--- config.mk ---
export PLATFORM = sky130hd
export DESIGN_NAME = edge_pulse_array_flat
export DESIGN_NICKNAME = d
export VERILOG_FILES = /design/src/rtl/edge_pulse_array_if.sv /design/src/rtl/edge_pulse_array.sv /design/src/flat_wrapper.sv
export SDC_FILE = /design/constraint.sdc
export NUM_CORES = 1
export LEC_CHECK = 0
export CORE_MARGIN = 1
export CORE_UTILIZATION = 40
export CTS_CLUSTER_DIAMETER = 40
export DETAILED_ROUTE_END_ITERATION = 16
export DONT_BUFFER_PORTS = 1
export PLACE_DENSITY_LB_ADDON = 0.3
export SYNTH_ARGS = -nofsm -noshare
export SYNTH_HDL_FRONTEND = slang
export SYNTH_SLANG_ARGS = --single-unit
--- constraint.sdc ---
create_clock -name clk -period 1.7 [get_ports clk]
set_input_delay 0.085 -clock clk [delete_from_list [all_inputs] [get_ports clk]]
set_output_delay 0.085 -clock clk [all_outputs]
set_load 0.005 [all_outputs]
--- src/rtl/edge_pulse_array_if.sv ---
`default_nettype none
// ============================================================================
// Module   : edge_pulse_array_if
// Purpose  : Bundle of trigger inputs, mode select and pulse/level outputs
//            shared between the edge pulse array and its user.
// Revision : 1.0 - initial release
// ============================================================================
interface edge_pulse_array_if #(
  parameter int CH = 4
);
  logic [CH-1:0] trig;
  logic [1:0]    mode;
  logic [CH-1:0] pulse;
  logic [CH-1:0] level;
  logic          any_pulse;

  // User side: drives triggers and mode, observes pulses and levels.
  modport master (
    output trig,
    output mode,
    input  pulse,
    input  level,
    input  any_pulse
  );

  // Design side.
  modport slave (
    input  trig,
    input  mode,
    output pulse,
    output level,
    output any_pulse
  );
endinterface
`default_nettype wire

--- src/rtl/edge_pulse_array.sv ---
`default_nettype none
// ============================================================================
// Module   : edge_pulse_array
// Purpose  : CH independent channels, each synchronising, debouncing and
//            turning an asynchronous trigger into one-cycle pulses on a
//            selectable edge, with optional auto-repeat while held.
// Revision : 1.0 - initial release
// ============================================================================
module edge_pulse_array #(
  parameter int CH            = 4,
  parameter int SYNC_STAGES   = 2,
  parameter int DB_CYCLES     = 16,
  parameter int REPEAT_DELAY  = 1000,
  parameter int REPEAT_PERIOD = 250
) (
  input  wire logic             clk,
  input  wire logic             rst_n,
  edge_pulse_array_if.slave     io
);

  // Counter widths sized to the largest terminal value, never below 1 bit.
  localparam int c_DB_W  = (DB_CYCLES > 1) ? $clog2(DB_CYCLES) : 1;
  localparam int c_R_MAX = (REPEAT_DELAY > REPEAT_PERIOD) ? REPEAT_DELAY : REPEAT_PERIOD;
  localparam int c_R_W   = (c_R_MAX > 1) ? $clog2(c_R_MAX) : 1;

  localparam logic [c_DB_W-1:0] c_DB_TERM = c_DB_W'(DB_CYCLES - 1);
  localparam logic [c_R_W-1:0]  c_RD_TERM = c_R_W'(REPEAT_DELAY - 1);
  localparam logic [c_R_W-1:0]  c_RP_TERM = c_R_W'(REPEAT_PERIOD - 1);

  logic [CH-1:0] w_pulse;
  logic [CH-1:0] w_level;
  logic          w_mode_rpt;

  assign w_mode_rpt = (io.mode == 2'b11);

  for (genvar gi = 0; gi < CH; gi++) begin : g_ch
    logic [SYNC_STAGES-1:0] r_sync;
    logic [c_DB_W-1:0]      r_cnt;
    logic [c_R_W-1:0]       r_rcnt;
    logic                   r_rep;    // set once the first (delayed) repeat has fired
    logic                   r_level;
    logic                   r_pulse;
    logic                   w_synced;
    logic                   w_flip;
    logic [c_R_W-1:0]       w_rterm;

    assign w_synced = r_sync[SYNC_STAGES-1];
    // Level flips on the edge where the disagreement has lasted DB_CYCLES samples.
    assign w_flip   = (w_synced != r_level) && (r_cnt == c_DB_TERM);
    assign w_rterm  = r_rep ? c_RP_TERM : c_RD_TERM;

    // Synchroniser, debounce counter, level, edge pulse and auto-repeat for one channel.
    always_ff @(posedge clk or negedge rst_n) begin
      if (!rst_n) begin
        r_sync  <= '0;
        r_cnt   <= '0;
        r_rcnt  <= '0;
        r_rep   <= 1'b0;
        r_level <= 1'b0;
        r_pulse <= 1'b0;
      end else begin
        r_sync  <= {r_sync[SYNC_STAGES-2:0], io.trig[gi]};
        r_pulse <= 1'b0;

        if (w_synced == r_level) begin
          r_cnt <= '0;
        end else if (r_cnt != c_DB_TERM) begin
          r_cnt <= r_cnt + c_DB_W'(1);
        end else begin
          r_cnt   <= '0;
          r_level <= w_synced;
        end

        if (w_flip) begin
          // Any flip restarts the repeat delay; w_synced is the new level.
          r_rcnt <= '0;
          r_rep  <= 1'b0;
          case (io.mode)
            2'b00:   r_pulse <= w_synced;
            2'b01:   r_pulse <= ~w_synced;
            2'b10:   r_pulse <= 1'b1;
            default: r_pulse <= w_synced;
          endcase
        end else if (w_mode_rpt && r_level) begin
          if (r_rcnt == w_rterm) begin
            r_pulse <= 1'b1;
            r_rcnt  <= '0;
            r_rep   <= 1'b1;
          end else begin
            r_rcnt <= r_rcnt + c_R_W'(1);
          end
        end else begin
          // Outside a held auto-repeat the delay stays armed at zero.
          r_rcnt <= '0;
          r_rep  <= 1'b0;
        end
      end
    end

    assign w_pulse[gi] = r_pulse;
    assign w_level[gi] = r_level;
  end

  assign io.pulse     = w_pulse;
  assign io.level     = w_level;
  assign io.any_pulse = |w_pulse;

endmodule
`default_nettype wire
--- src/flat_wrapper.sv ---
// flat-port wrapper written by rule: the top's interface ports become plain ports
module edge_pulse_array_flat 
#(
  parameter int CH            = 4,
  parameter int SYNC_STAGES   = 2,
  parameter int DB_CYCLES     = 16,
  parameter int REPEAT_DELAY  = 1000,
  parameter int REPEAT_PERIOD = 250
)
  (clk, rst_n, io_trig, io_mode, io_pulse, io_level, io_any_pulse);
  edge_pulse_array_if #(.CH(CH)) io_i ();
  input  wire logic clk;
  input  wire logic rst_n;
  input wire logic [$bits(io_i.trig)-1:0] io_trig;
  input wire logic [$bits(io_i.mode)-1:0] io_mode;
  output wire logic [$bits(io_i.pulse)-1:0] io_pulse;
  output wire logic [$bits(io_i.level)-1:0] io_level;
  output wire logic [$bits(io_i.any_pulse)-1:0] io_any_pulse;
  assign io_i.trig = io_trig;
  assign io_i.mode = io_mode;
  assign io_pulse = io_i.pulse;
  assign io_level = io_i.level;
  assign io_any_pulse = io_i.any_pulse;
  edge_pulse_array #(.CH(CH), .SYNC_STAGES(SYNC_STAGES), .DB_CYCLES(DB_CYCLES), .REPEAT_DELAY(REPEAT_DELAY), .REPEAT_PERIOD(REPEAT_PERIOD)) u_core (.clk(clk), .rst_n(rst_n), .io(io_i));
endmodule
; ---- Word-level counts from Yosys, hierarchy flattened
; Index checks and enable logic that the tools add are counted.
; Widths: inputs -> output; s select.
[totals]
ff_bits = 76
inputBits = 8
output_inout_bits = 9
wordCells = 136
[op_classes]
n_addsub = 8
eq_ne = 27
n_mux = 52
bitwise_logic = 12
n_reduce_logical = 13
[op_table]
columns = op, count
row1 = $mux 10, 16
row2 = $add 10x1->10 const B, 4
row3 = $eq 10x10->1, 4
row4 = $mux 4, 8
row5 = $mux 1, 24
row6 = $add 4x1->4 const B, 4
row7 = $eq 4x4->1 const B, 4
row8 = $ne 4x4->1 const B, 4
row9 = $ne 3x2->1 const B, 4
row10 = $not 1->1, 12
row11 = $logic_and 1x1->1, 8
row12 = $pmux 1 s2, 4
row13 = $reduce_and 2->1, 4
row14 = $eq 1x1->1, 4
row15 = $eq 2x2->1 const B, 2
row16 = $ne 1x1->1, 4
row17 = $reduce_or 4->1, 1
row18 = $eq 2x1->1 const B, 1

; ---- Logic depth before layout (Yosys ltp)
[logic_depth]
depth_word = 5
depth_mapped = 6
depth_no_buf = 6

; ---- Worst setup path after synthesis
; No wires, ideal clock.
[synth_timing]
path_type = reg-to-reg
startpoint = register u_core.g_ch[3].r_rcnt[8]
endpoint = register u_core.g_ch[3].r_rcnt[2]
arrival_time_ns = 1.549
required_time_ns = 1.574
path_slack_ns = 0.024
stages_incl_launch_ff = 5
n_path_buf = 0
path_cell_list = dfrtp_1 -> or4b_2 -> o22a_1 -> o21ai_4 -> nor2_1
[synth_via]
elab_chain_len = 4
[synth_rtl]
columns = item, line_no
row1 = "start, declared", edge_pulse_array.sv:39  ; logic [c_R_W-1:0] r_rcnt;
row2 = "start signal, assigned", edge_pulse_array.sv:90  ; r_rcnt <= r_rcnt + c_R_W'(1);
row3 = $eq 10x10->1, edge_pulse_array.sv:85  ; if (r_rcnt == w_rterm) begin
row4 = $mux 10, edge_pulse_array.sv:85
row5 = $mux 10, edge_pulse_array.sv:84  ; end else if (w_mode_rpt && r_level) begin
row6 = $mux 10, edge_pulse_array.sv:74  ; if (w_flip) begin
; Every way passes these cells.
; A chain may end at the register's enable or synchronous reset.

; ---- Worst setup path in the final report
[layout_timing]
startpoint = register u_core.g_ch[1].r_rcnt[8]
endpoint = register u_core.g_ch[1].r_rcnt[6]
[layout_via]
elab_chain_len = 4
[layout_rtl]
columns = item, line_no
row1 = "start, declared", edge_pulse_array.sv:39
row2 = "start signal, assigned", edge_pulse_array.sv:90
row3 = $eq 10x10->1, edge_pulse_array.sv:85
row4 = $mux 10, edge_pulse_array.sv:85
row5 = $mux 10, edge_pulse_array.sv:84
row6 = $mux 10, edge_pulse_array.sv:74
; Every way passes these cells.

==> results_dict.tcl <==
set metrics [dict create \
    grt_usage_pct 15.0 \
    viasPerCell 5.28 \
    nets 370 \
    root_buffer "clkbuf_8" \
    syn_to_final_growth_pct 14.6 \
    ios 17 \
    vias 2448 \
    hp-class "in2async" \
    yosysSeqAreaShare_pct 53.1 \
    n_antenna_cell 0 \
    layout-drive-gt1-share_pct 16.0 \
    syn_inst 325 \
    initial_core_util_pct 41.3 \
    slew_headroom_pct 67.4 \
    cp.required_ns 1.92 \
    yosysUniqueCellTypes 45 \
    antenna_found_initial 0 \
    status "complete, but fails checks" \
    ant_nets 0 \
    skew_ns 0.00761 \
    rsz0062_at_grt "yes" \
    yosys_warnings 0 \
    crit_path_end_kind "register" \
    cts_tree "built" \
    crit_path_top_delay_cell "or4_4" \
    period_needed_ns 1.72 \
    globalplace.congestion 0.789 \
    wl_um 6540 \
    synth_nets 344 \
    power.density_nw_per_um2 786 \
    fin_util_pct 47.3 \
    fill_cells 802 \
    drv_slew 0 \
    syn-cell-area_um2 3580 \
    total_power_uw 3220 \
    cp.arrival_ns 1.94 \
    cts_hold_buf 4 \
    holdWs_ns -0.557 \
    final_cell_mix "76 x dfrtp_1, 30 x nor3_1, 27 x xnor2_1" \
    chipWidth_um 96.7 \
    grt_pass1_vias 2487 \
    worstSetupPathType "reg2reg" \
    maxCapViolCount 0 \
    timing.final.crit_share_pct 101 \
    clk_pin_slew_ns 0.07 \
    drt_iter0_drc 46 \
    startpoint_type "register" \
    finalHoldViolCount 76 \
    violations "hold timing, setup timing" \
    muxShareOfSynthArea_pct 1.26 \
    grt_max_degree 77 \
    synth-simple-area-share_pct 19.7 \
    cts.sinks 76 \
    cpPeakStageDelay_ns 0.44 \
    clock_path_buffers 2 \
    final_common_cell "dfrtp_1" \
    fin_ws_ns -0.0167 \
    grt_first_pass_wirelength_um 11400 \
    clk_latency_ns 0.33 \
    yosys_most_used_dff "dfrtp_1" \
    hpwl_um 4380 \
    ys_ff_latch 76 \
    synth-edff-count 0 \
    crit_path_start "u_core.g_ch[1].r_rcnt[8]" \
    cp_max_fo 6 \
    rows 34 \
    core_area_um2 8680 \
    fmax_ghz 0.583 \
    port_buffers 0 \
    avgSynthCellArea_um2 11.0 \
    synth_top_family_by_area "simple AND/OR/NAND/NOR gates" \
    worst_slew_pin_slew_ns 0.488 \
    grt_overflow 0 \
    post-place-ws_ns -0.0341 \
    setup_violations 11 \
    cts-buffers-inserted 9 \
    first_pass_iters 4 \
    synth-compound-area-share_pct 8.38 \
    detail_route.wl_per_cell_um 14.1 \
    die_h_um 96.7 \
    h-tree-depth 3 \
    synth_fa_ha_area_share_pct 3.84 \
    dieArea_um2 9340 \
    p_leak_uw 0.00168 \
    drc_errors 0 \
    path_cells "or3b_1, or4_4, a21oi_4, buf_6, nor3_1" \
    synth_xor_area_share_pct 9.53 \
    async_flop_share_pct 100 \
    timing.rr.start "u_core.g_ch[1].r_rcnt[8]" \
    peakVddDrop_uv 321 \
]
==> kinds of logic (layout without fill, tap and decap cells) <==
| group | Yosys count | count (layout) |
|---|---|---|
| adder cells (fa/ha/maj) | 11 | 11 |
| multiplexers | 4 | 4 |
| flip-flops | 76 | 76 |
| AND/OR/NAND/NOR | 128 | 128 |
| XOR/XNOR | 39 | 39 |
| buffers and inverters | 27 | 57 |
| AO/OA/AOI/OAI | 40 | 41 |
==> stage by stage <==
step / area, um^2 / cells / TNS [ns]
CTS: 4010 / 460 / 0
finish: 4110 / 464 / -0.0952
global route: 4110 / 464 / -0.668
detailed placement: 3770 / 439 / -0.212
global placement: 3770 / 439 / -0.0635
floorplan: 3580 / 325 / 0
==> registers in the layout, indices dropped and copies added, names as in the netlist <==
signal,count
u_core.g_ch.r_cnt,16
u_core.g_ch.r_level,4
u_core.g_ch.r_pulse,4
u_core.g_ch.r_rcnt,40
u_core.g_ch.r_rep,4
u_core.g_ch.r_sync,8
==> final cells by class <==
cell class,count,area (um^2),area share (%)
flip-flops and latches,76,1900,46.3
multi-input cells,223,1600,39.0
repair buffers,28,235,5.73
clock buffers,15,176,4.30
well taps,108,135,3.29
inverters,13,48.8,1.19
clock inverters,1,5.00,0.122
==> what timing repair did <==
action                                 4_1_cts  5_1_grt
buffers inserted                             0        4
gates cloned                                 1        0
resized for setup                            2       15
setup endpoints to repair                   20       34
pin swaps                                    2        9
endpoints found under the hold margin       80       76
==> report_power, final <==
part	switching, uW	total, uW	internal (uW)
registers	32.8	1870	1840
clock network	608	1260	651
logic	45.0	93.1	48.1
==> Yosys cell counts (6+ instances only) <==
cell | number | area, um^2
a21oi_1 | 11 | 55.1
nor3b_1 | 8 | 60.1
nor3_1 | 32 | 160
ha_1 | 11 | 138
inv_1 | 13 | 48.8
xnor2_1 | 27 | 236
xor2_1 | 12 | 105
nand2_1 | 12 | 45.0
nand4b_1 | 6 | 52.6
buf_4 | 9 | 67.6
nand3_1 | 15 | 75.1
nor2_1 | 26 | 97.6
dfrtp_1 | 76 | 1900
nand4_1 | 7 | 43.8
==> routing by layer <==
layer	vias up	track usage, %	part of all wire (%)
li1	1204	-	-
met1	1213	19.2	48
met2	22	24.4	47
met3	9	2.60	2.5
met4	0	7.58	1.7
met5	-	0	0
==> worst paths after layout <==
| kind | end | slack (ns) | cells after the start |
|---|---|---|---|
| max | u_core.g_ch[1].r_rcnt[6] | -0.02 | 5 |
| min | u_core.g_ch[0].r_rcnt[5] | -0.56 | 0 |
| max reg2reg | u_core.g_ch[1].r_rcnt[6] | -0.02 | 5 |
| min reg2reg | u_core.g_ch[3].r_sync[1] | 0.35 | 0 |
| max in group asynchronous | u_core.g_ch[3].r_cnt[0] | 2.15 | 0 |
| min in group clk | u_core.g_ch[1].r_sync[0] | 0.31 | 1 |
==> worst max-delay path, delay by kind of cell, from the launching register on <==
family / cells / cell delay (ns)
simple gates: 3 / 0.88
flops: 1 / 0.38
compound gates: 1 / 0.20
buf+inv: 1 / 0.15
No activity file was read; power rests on OpenSTA's default activity.
